File: config.mk
export PLATFORM = sky130hd
export DESIGN_NAME = fht_seq_ctrl
export DESIGN_NICKNAME = d
export VERILOG_FILES = /design/src/rtl/fht_seq_ctrl.sv
export SDC_FILE = /design/constraint.sdc
export NUM_CORES = 1
export LEC_CHECK = 0
export ABC_AREA = 1
export ABC_CLOCK_PERIOD_IN_PS = 8300
export CAP_MARGIN = 30
export CELL_PAD_IN_SITES_DETAIL_PLACEMENT = 1
export CELL_PAD_IN_SITES_GLOBAL_PLACEMENT = 1
export CORE_MARGIN = 1.5
export CORE_UTILIZATION = 44
export CTS_CLUSTER_DIAMETER = 60
export DETAILED_ROUTE_END_ITERATION = 8
export MAX_ROUTING_LAYER = met4
export PLACE_DENSITY_LB_ADDON = 0.1
export SLEW_MARGIN = 10
export SYNTH_ARGS = -nofsm -noshare
export SYNTH_HDL_FRONTEND = slang
export SYNTH_SLANG_ARGS = --single-unit
export TNS_END_PERCENT = 1
File: constraint.sdc
create_clock -name iCLK -period 8.3 [get_ports iCLK]
set_input_delay 1.66 -clock iCLK [delete_from_list [all_inputs] [get_ports iCLK]]
set_output_delay 1.66 -clock iCLK [all_outputs]
set_load 0.01 [all_outputs]
File: src/rtl/fht_seq_ctrl.sv
// rtl/fht_seq_ctrl.sv - sequencer for an in-place radix-2 FHT over BANKS parallel memory banks
//
// Purpose: steps an N = 2^L point transform through L stages and generates the
// shared bank read/write addresses, twiddle ROM addresses, ping-pong bank-set
// strobes and stage flags. Each stage reads for D = 2^(L-LB) cycles, then drains
// for BF_LAT cycles while the butterfly pipeline empties.
//
// Optional build macro: FHT_ABORT_EN adds iABORT, which cancels a running transform.
//
// Ports:
//   iCLK, iRESET          clock (rising edge), asynchronous active-high reset
//   iSTART, iLOG2N        start pulse and L, both taken only while idle
//   iABORT                cancel a running transform (FHT_ABORT_EN builds only)
//   oRD_EN, oADDR_RD      read valid and read address, common to all banks
//   oADDR_COEF            twiddle ROM address, aligned with oADDR_RD
//   oADDR_WR, oWE_A/B     write address and per-set write strobes, BF_LAT behind the read
//   oSRC_B                set the current stage reads from (0: A, 1: B)
//   oSTAGE, oST_ZERO/LAST current stage and first/last stage flags
//   oERR, oDONE, oRDY     rejected-start pulse, completion pulse, idle indication
module fht_seq_ctrl #(
  parameter int A_BIT  = 8,
  parameter int BANKS  = 4,
  parameter int BF_LAT = 3,
  parameter int LW     = $clog2(A_BIT + $clog2(BANKS) + 1)
) (
  input  logic             iCLK,
  input  logic             iRESET,
  input  logic             iSTART,
  input  logic [LW-1:0]    iLOG2N,
`ifdef FHT_ABORT_EN
  input  logic             iABORT,
`endif
  output logic             oRD_EN,
  output logic [A_BIT-1:0] oADDR_RD,
  output logic [A_BIT-1:0] oADDR_WR,
  output logic [A_BIT-1:0] oADDR_COEF,
  output logic             oWE_A,
  output logic             oWE_B,
  output logic             oSRC_B,
  output logic [LW-1:0]    oSTAGE,
  output logic             oST_ZERO,
  output logic             oST_LAST,
  output logic             oERR,
  output logic             oDONE,
  output logic             oRDY
);

  localparam int LB = $clog2(BANKS);
  localparam int DW = (BF_LAT > 1) ? $clog2(BF_LAT) : 1;
  localparam logic [A_BIT:0] ONE = 1;

  typedef enum logic [1:0] {S_IDLE, S_READ, S_DRAIN, S_DONE} state_t;

  state_t           state, state_nxt;
  logic [A_BIT:0]   c;          // one bit wider so D = 2^A_BIT fits
  logic [A_BIT:0]   d_len;
  logic [LW-1:0]    s, l_reg;
  logic [DW-1:0]    dcnt;
  logic             err_q;
  logic             legal, start_ok, start_bad, abort, busy;
  logic             last_rd, last_dr, last_st;
  logic [A_BIT-1:0] perm, coef;
  logic             rd_pipe  [BF_LAT];
  logic             src_pipe [BF_LAT];
  logic [A_BIT-1:0] wa_pipe  [BF_LAT];

`ifdef FHT_ABORT_EN
  assign abort = iABORT;
`else
  assign abort = 1'b0;
`endif

  assign legal     = (int'(iLOG2N) >= LB + 1) && (int'(iLOG2N) <= A_BIT + LB);
  assign start_ok  = (state == S_IDLE) && iSTART && legal;
  assign start_bad = (state == S_IDLE) && iSTART && !legal;
  assign busy      = (state == S_READ) || (state == S_DRAIN);
  assign d_len     = ONE << (l_reg - LW'(LB));
  assign last_rd   = (c == d_len - ONE);
  assign last_dr   = (dcnt == DW'(BF_LAT - 1));
  assign last_st   = (s == l_reg - LW'(1));

  always_comb begin
    state_nxt = state;
    case (state)
      S_IDLE:  if (start_ok) state_nxt = S_READ;
      S_READ:  if (abort) state_nxt = S_IDLE;
               else if (last_rd) state_nxt = S_DRAIN;
      S_DRAIN: if (abort) state_nxt = S_IDLE;
               else if (last_dr) state_nxt = last_st ? S_DONE : S_READ;
      S_DONE:  state_nxt = S_IDLE;
      default: state_nxt = S_IDLE;
    endcase
  end

  // Below LB the butterfly partners sit in different banks, so the counter is the
  // address. From stage LB on, partners share a bank: counter bit 0 is moved up
  // to bit t so consecutive reads fetch the two halves of one butterfly.
  always_comb begin
    int t;
    t    = int'(s) - LB;
    perm = c[A_BIT-1:0];
    coef = '0;
    if (t >= 0) begin
      for (int i = 0; i < A_BIT; i++) begin
        if (i < t)       perm[i] = c[i+1];
        else if (i == t) perm[i] = c[0];
      end
    end
    if (t > 0) begin
      for (int i = 0; i < A_BIT; i++)
        if (i >= A_BIT - t) coef[i] = perm[i - (A_BIT - t)];
    end
  end

  always_ff @(posedge iCLK or posedge iRESET) begin
    if (iRESET) begin
      state <= S_IDLE;
      c     <= '0;
      s     <= '0;
      l_reg <= '0;
      dcnt  <= '0;
      err_q <= 1'b0;
      for (int i = 0; i < BF_LAT; i++) begin
        rd_pipe[i]  <= 1'b0;
        src_pipe[i] <= 1'b0;
        wa_pipe[i]  <= '0;
      end
    end else begin
      state <= state_nxt;
      err_q <= start_bad;
      c     <= (state == S_READ && state_nxt == S_READ) ? c + ONE : '0;
      dcnt  <= (state == S_DRAIN && state_nxt == S_DRAIN) ? dcnt + DW'(1) : '0;
      if (start_ok) begin
        l_reg <= iLOG2N;
        s     <= '0;
      end else if (state == S_DRAIN && state_nxt == S_READ) begin
        s <= s + LW'(1);
      end
      if (busy && abort) begin
        for (int i = 0; i < BF_LAT; i++) begin
          rd_pipe[i]  <= 1'b0;
          src_pipe[i] <= 1'b0;
          wa_pipe[i]  <= '0;
        end
      end else begin
        rd_pipe[0]  <= oRD_EN;
        src_pipe[0] <= oSRC_B;
        wa_pipe[0]  <= oADDR_RD;
        for (int i = 1; i < BF_LAT; i++) begin
          rd_pipe[i]  <= rd_pipe[i-1];
          src_pipe[i] <= src_pipe[i-1];
          wa_pipe[i]  <= wa_pipe[i-1];
        end
      end
    end
  end

  assign oRD_EN     = (state == S_READ);
  assign oADDR_RD   = oRD_EN ? perm : '0;
  assign oADDR_COEF = oRD_EN ? coef : '0;
  assign oSRC_B     = busy & s[0];
  assign oSTAGE     = busy ? s : '0;
  assign oST_ZERO   = busy && (s == '0);
  assign oST_LAST   = busy && last_st;
  // The set bit travels with the write so a stage's last writes, which land in
  // its final drain cycle, still hit the set chosen when they were read.
  assign oADDR_WR   = wa_pipe[BF_LAT-1];
  assign oWE_A      = rd_pipe[BF_LAT-1] & src_pipe[BF_LAT-1];
  assign oWE_B      = rd_pipe[BF_LAT-1] & ~src_pipe[BF_LAT-1];
  assign oERR       = err_q;
  assign oDONE      = (state == S_DONE);
  assign oRDY       = (state == S_IDLE);

endmodule

==> impl_metrics.yaml, run 1 <==
status:
  run_status: "finished, final reports clean"
clock_tree:
  cts_root_buffer: "sky130_fd_sc_hd__clkbuf_8"
  cts_tree: "built"
  post_cts_buffers: 0
  cts_max_level: 2
  tritoncts_num_sinks: 52
  cts_inserted_buffers: 5
  clkLatencyLatePin_ns: 0.33
  cts_resized: 0
  hold_buffers: 0
  ctsLongestPathBuffers: 2
  clk_pin_slew_worst_paths_ns: 0.12
setup_path:
  data_required_time_of_the_critical_path_ns: 6.64
  worst-setup-path-type: "flip-flop to output port"
  max_fo_critical_path: 23
  worstSetupStartpointType: "flip-flop"
  arrival_ns: 4.44
  r2r_slack_ns: 5.08
  rr_worst_depth: 20
  worst_setup_path_end_kind: "output port"
  reg2reg_from: "l_reg[1]"
  timing.critical_path.from: "s[0]"
  r2r-end: "s[3]"
grt:
  most_used_routing_layer_in_global_routing: "met2"
  first_pass_grt_wire_length_um: 17200
  globalRouteMet3Util_pct: 3.14
  grt.total_usage_pct: 25.6
  grtUsageMet2_pct: 44.0
  antenna_found_initial: 0
  first_global_vias: 3511
  grt_overflow: 0
  largest_net_degree_at_the_start_of_global_routing: 30
  use_met1_pct: 31.6
sta:
  achievable-frequency_mhz: 164
  max_slew.worst_pin.slew_ns: 0.759
  setup_viol: 0
  worst_setup_margin_ns: 2.20
  timing_max_transition_violations_final: 0
  grt_setup_unrepaired: "no"
  period_minus_slack_ns: 6.10
  slew_headroom_pct: 49.4
  final-hold-violation-count: 0
  final.setup_skew_ns: 0.0216
  share_of_the_clock_period_used_by_the_worst_path_pct: 73.4
  final_tns_setup_ns: 0
place:
  place.port_buffers: 43
  dp_slack_ns: 2.57
  detailedPlacementHpwl_um: 8260
  place.gp.congestion: 0.896
layout:
  n_fill_cell: 1051
  share_of_layout_cells_above_drive_strength_1_pct: 5.05
  area_overhead_vs_synth_pct: 15.2
  top_register: "wa_pipe"
  largest_register_ff_count: 16
  num_antenna_cells: 0
  layout.nets: 590
floorplanning:
  design.core.area_mm2: 0.00818
  die_height_um: 94.8
  initial_core_util_pct: 45.4
  die_area_mm2: 0.00899
  die_width_um: 94.8
  floorplan.rows: 33
  pin_count: 44
drt:
  drc: 0
  drt-initial-drc-count: 100
  detail-route-antenna-nets: 0
  detail_route.first_pass.iterations: 4
  avgRoutedWirePerCell_um: 15.6
  routed_wl_um: 10300
  number_of_vias_per_cell: 5.20
  vias: 3435
yosys:
  mappedNetlistArea_mm2: 0.00371
  synth.largest_area_cell: "sky130_fd_sc_hd__dfrtp_1"
  avgSynthCellArea_um2: 7.13
  synthCells: 520
  yosys_most_used_dff: "sky130_fd_sc_hd__dfrtp_1"
  synth_fp_nets: 556
  synth_seq_area_share_pct: 35.1
  postSynthRegisterBits: 52
  unique_cell_type_count_in_the_yosys_netlist: 33
  yosys-top-cells-area: "sky130_fd_sc_hd__dfrtp_1 (35%), sky130_fd_sc_hd__nand2_1 (14%), sky130_fd_sc_hd__ha_1 (9.8%)"
  post_synth_top_area_share_pct: 35.1
  synth-async-reset-ratio_pct: 100
  ys_warn_count: 0
  synth-edff-count: 0
hold_path:
  worst_hold_path.num_cells: 0
  worstHoldStart: "wa_pipe[22]"
  worstHoldEndpoint: "wa_pipe[14]"
  holdCritPathClass: "flip-flop to flip-flop"
power:
  vdd.ir_drop.worst_mv: 0.0551
  power-per-cell-area_mw_per_mm2: 98.9
  power.static_leakage_nw: 2.15
flow_run:
  drv_cap: 0
worst max-delay path, stage by stage (launching register included):
cell                              delay [ns]
sky130_fd_sc_hd__dfrtp_1                0.85
sky130_fd_sc_hd__clkinv_1               0.67
sky130_fd_sc_hd__ha_1                   0.45
sky130_fd_sc_hd__nand2_1                0.07
sky130_fd_sc_hd__inv_1                  0.06
sky130_fd_sc_hd__nor2_1                 0.53
sky130_fd_sc_hd__inv_1                  0.21
sky130_fd_sc_hd__ha_1                   0.25
sky130_fd_sc_hd__nand2_1                0.10
sky130_fd_sc_hd__o21ai_0                0.10
sky130_fd_sc_hd__a21oi_1                0.16
sky130_fd_sc_hd__nor2_1                 0.06
sky130_fd_sc_hd__nand2_1                0.07
sky130_fd_sc_hd__a21oi_1                0.04
sky130_fd_sc_hd__clkdlybuf4s50_1        0.48
cells in the mapped netlist (2+ instances only):
master	instances
sky130_fd_sc_hd__nand2_4	5
sky130_fd_sc_hd__o211ai_1	2
sky130_fd_sc_hd__o22ai_1	2
sky130_fd_sc_hd__clkbuf_1	4
sky130_fd_sc_hd__nor2_1	55
sky130_fd_sc_hd__xor2_1	7
sky130_fd_sc_hd__a21oi_1	24
sky130_fd_sc_hd__o21a_1	2
sky130_fd_sc_hd__o21ai_1	9
sky130_fd_sc_hd__a31oi_1	5
sky130_fd_sc_hd__nand3_1	46
sky130_fd_sc_hd__nor2_2	2
sky130_fd_sc_hd__xnor2_1	6
sky130_fd_sc_hd__nand3_4	2
sky130_fd_sc_hd__dfrtp_1	52
sky130_fd_sc_hd__inv_1	72
sky130_fd_sc_hd__nor3_1	8
sky130_fd_sc_hd__o21bai_1	2
sky130_fd_sc_hd__ha_1	29
sky130_fd_sc_hd__nand2_1	138
sky130_fd_sc_hd__o21ai_0	19
sky130_fd_sc_hd__inv_2	3
sky130_fd_sc_hd__nand2_2	4
sky130_fd_sc_hd__nand4_1	3
sky130_fd_sc_hd__buf_4	11
worst max-delay path by stage:
stage / end / slack, ns / cells past startpoint
after floorplan: oADDR_COEF[0] / 4.23 / 14
final: oADDR_COEF[0] / 2.20 / 14
after CTS: oADDR_COEF[0] / 2.21 / 14
after global routing: oADDR_COEF[4] / 1.86 / 13
after detailed placement: oADDR_COEF[0] / 2.57 / 14
after global placement: oADDR_COEF[0] / 2.81 / 14
layout make-up:
class	count	area, um2	share of cell area (%)
Sequential cell	52	1300	30.4
Clock inverter	3	27.5	0.644
Clock buffer	5	68.8	1.61
Multi-Input combinational cell	375	2010	47.0
Timing Repair Buffer	44	450	10.5
Inverter	76	285	6.67
Tap cell	105	131	3.07
power breakdown:
| part | leakage [nW] | internal [mW] | switching, mW |
|---|---|---|---|
| clock network | 0.0463 | 0.0622 | 0.0970 |
| logic | 1.49 | 0.00393 | 0.00623 |
| registers | 0.617 | 0.253 | 0 |
| total | 2.15 | 0.319 | 0.103 |
routing by layer:
metal	wire [um]	vias up
li1	-	1706
met2	5100	67
met4	131	0
met5	0	-
met1	4710	1653
met3	384	9
layout by cell type (no fill, tap or decap), types with 6 or more instances in the layout:
master,netlist,routed
sky130_fd_sc_hd__nand2_1,138,138
sky130_fd_sc_hd__inv_1,72,71
sky130_fd_sc_hd__nor2_1,55,55
sky130_fd_sc_hd__dfrtp_1,52,52
sky130_fd_sc_hd__nand3_1,46,46
sky130_fd_sc_hd__clkdlybuf4s50_1,0,43
sky130_fd_sc_hd__ha_1,29,29
sky130_fd_sc_hd__a21oi_1,24,24
sky130_fd_sc_hd__o21ai_0,19,19
sky130_fd_sc_hd__o21ai_1,9,9
sky130_fd_sc_hd__nor3_1,8,8
sky130_fd_sc_hd__xor2_1,7,7
sky130_fd_sc_hd__xnor2_1,6,6
cells by family after synthesis:
| group | synth area share, % |
|---|---|
| compound gates | 10.1 |
| simple gates | 31.2 |
| xor+xnor | 3.07 |
| flops | 35.1 |
| buf+inv | 10.8 |
| fa+ha+maj | 9.78 |
through the flow:
stage                     total power [mW]  utilization [%]  hold WS [ns]  std cells  cell area [um2]
final                                0.423             52.3         0.333        660             4270
after global placement               0.267             50.9         0.333        651             4160
after global routing                 0.437             52.3         0.345        660             4270
after detailed placement             0.269             51.1         0.336        652             4180
after CTS                            0.427             52.3         0.343        660             4270
after floorplan                      0.263                -         0.331        520             3710
Power figures use the tool's default switching activity.
==> run 2: changes to the inputs <==
- ABC_CLOCK_PERIOD_IN_PS: 8300 -> 6400
- CORE_UTILIZATION: 44 -> 41
- clock period: 8.3 -> 6.4 ns (I/O delays scaled with it)
==> run 2 against run 1 <==
  * Total power increased by 39%
  * Largest power group unchanged
  * Highest routed layer unchanged
  * Clock-buffer cell count increased by 1
  * First-iteration DRC count increased by 110%
  * Critical endpoint unchanged
==> impl_metrics.yaml, run 2 (synthesis gave the netlist of run 1 again) <==
status:
  run_status: "finished, final reports clean"
power:
  power-per-cell-area_mw_per_mm2: 136
  power.static_leakage_nw: 2.18
  vdd.ir_drop.worst_mv: 0.0756
layout:
  most_frequent_standard_cell_in_the_layout_excluding_fill_and_tap_cells: "sky130_fd_sc_hd__nand2_1"
  area_overhead_vs_synth_pct: 16.4
  layout.nets: 592
  largest_register_ff_count: 16
  num_antenna_cells: 0
  top_register: "wa_pipe"
  share_of_layout_cells_above_drive_strength_1_pct: 5.39
  final-instance-count-excl-fill: 665
  finalInstanceArea_mm2: 0.00432
  top_library_cells_by_usage_in_the_layout_fill_and_taps_aside: "sky130_fd_sc_hd__nand2_1 (138), sky130_fd_sc_hd__inv_1 (71), sky130_fd_sc_hd__nor2_1 (55), sky130_fd_sc_hd__dfrtp_1 (52), sky130_fd_sc_hd__nand3_1 (46)"
  n_fill_cell: 1138
setup_path:
  worst-setup-path-type: "flip-flop to output port"
  worst_setup_path_end_kind: "output port"
  r2r_slack_ns: 3.33
  data_required_time_of_the_critical_path_ns: 5.12
  max_fo_critical_path: 10
  arrival_ns: 3.76
  worstSetupStartpointType: "flip-flop"
  r2r-end: "s[2]"
  rr_worst_depth: 20
  reg2reg_from: "l_reg[1]"
clock_tree:
  tritoncts_num_sinks: 52
  cts_root_buffer: "sky130_fd_sc_hd__clkbuf_8"
  hold_buffers: 0
  cts_tree: "built"
  cts_max_level: 2
  clkLatencyLatePin_ns: 0.31
  clk_pin_slew_worst_paths_ns: 0.11
  cts_resized: 0
  ctsLongestPathBuffers: 2
  post_cts_buffers: 0
  cts_inserted_buffers: 5
drt:
  routed_wl_um: 10700
  vias: 3482
  detail_route.first_pass.iterations: 4
  drt-initial-drc-count: 208
  drc: 0
  avgRoutedWirePerCell_um: 16.0
  detail-route-antenna-nets: 0
  number_of_vias_per_cell: 5.24
floorplanning:
  floorplan.rows: 34
  pin_count: 44
  die_area_mm2: 0.00963
  die_height_um: 98.1
  initial_core_util_pct: 42.3
  die_width_um: 98.1
  design.core.area_mm2: 0.00876
grt:
  grt.total_usage_pct: 23.9
  grt_overflow: 0
  antenna_found_initial: 0
  largest_net_degree_at_the_start_of_global_routing: 32
  first_pass_grt_wire_length_um: 17900
  first_global_vias: 3547
place:
  placement.cell_area_mm2: 0.00420
  detailedPlacementHpwl_um: 8600
  place.gp.congestion: 0.917
  placed_cells_incl_taps: 657
  place.port_buffers: 43
hold_path:
  holdCritPathClass: "flip-flop to flip-flop"
  worstHoldStart: "wa_pipe[14]"
  worst_hold_path.num_cells: 0
  worstHoldEndpoint: "oADDR_WR[6]"
sta:
  slew_headroom_pct: 54.0
  achievable-frequency_mhz: 199
  setup_viol: 0
  grt_setup_unrepaired: "no"
  period_minus_slack_ns: 5.04
  max_slew.worst_pin.slew_ns: 0.688
  timing_max_transition_violations_final: 0
  share_of_the_clock_period_used_by_the_worst_path_pct: 78.7
  final_tns_setup_ns: 0
  final-hold-violation-count: 0
  final.setup_skew_ns: 0.0178
flow_run:
  drv_cap: 0
run 2: changes by cell type in the layout (fill, tap and decap cells not counted), sizes merged:
cell	previous run	this run
clkinvlp	1	0
bufinv	0	1
inv	76	75
buf	1	3
clkbuf	5	6
run 2: metrics by stage:
stage          total power [mW]  utilization [%]  hold slack [ns]  setup slack, ns
2_1_floorplan             0.341                -            0.331             2.71
3_3_place_gp              0.347             47.7            0.332             1.93
3_5_place_dp              0.349             47.9            0.336             1.72
4_1_cts                   0.594             49.3            0.343             1.39
5_1_grt                   0.606             49.3            0.352             1.02
6_report                  0.586             49.3            0.342             1.36
run 2: worst max-delay path by stage:
stage | depth (start not counted) | slack, ns | endpoint | startpoint
2_1_floorplan | 14 | 2.71 | oADDR_COEF[0] | s[0]
3_3_place_gp | 13 | 1.93 | oADDR_COEF[4] | s[1]
3_5_place_dp | 14 | 1.72 | oADDR_COEF[0] | s[1]
4_1_cts | 14 | 1.39 | oADDR_COEF[0] | s[1]
5_1_grt | 16 | 1.02 | oADDR_COEF[7] | s[1]
6_report | 14 | 1.36 | oADDR_COEF[0] | s[1]
run 2: report_power, final:
group | leakage, nW | internal [mW] | total, mW | switching [mW]
clock | 0.0614 | 0.128 | 0.243 | 0.115
combinational | 1.50 | 0.00511 | 0.0140 | 0.00893
sequential | 0.617 | 0.328 | 0.328 | 0
total | 2.18 | 0.462 | 0.586 | 0.124
run 2: final cells by class:
cell class	count	area [um2]	share of cell area (%)
multi-input combinational	375	2010	46.5
sequential	52	1300	30.1
timing repair buffer	46	465	10.8
inverter	76	285	6.61
tap	108	135	3.13
clock buffer	6	82.6	1.91
clock inverter	2	38.8	0.898
run 2: metal layers:
| layer | vias to the layer above | global-route usage (%) | wire (um) |
|---|---|---|---|
| li1 | 1707 | - | - |
| met1 | 1716 | 31.1 | 4960 |
| met2 | 53 | 41.2 | 5300 |
| met3 | 6 | 2.51 | 343 |
| met4 | 0 | 3.85 | 55 |
| met5 | - | - | 0 |
run 2: worst max-delay path, cell delays in order, from the launching register on:
cell                              delay, ns
sky130_fd_sc_hd__dfrtp_1               0.60
sky130_fd_sc_hd__inv_1                 0.27
sky130_fd_sc_hd__ha_1                  0.45
sky130_fd_sc_hd__nand2_1               0.09
sky130_fd_sc_hd__inv_1                 0.06
sky130_fd_sc_hd__nor2_1                0.53
sky130_fd_sc_hd__inv_1                 0.21
sky130_fd_sc_hd__ha_1                  0.25
sky130_fd_sc_hd__nand2_1               0.11
sky130_fd_sc_hd__o21ai_0               0.09
sky130_fd_sc_hd__a21oi_1               0.13
sky130_fd_sc_hd__nor2_1                0.05
sky130_fd_sc_hd__nand2_1               0.08
sky130_fd_sc_hd__a21oi_1               0.04
sky130_fd_sc_hd__clkdlybuf4s50_1       0.48
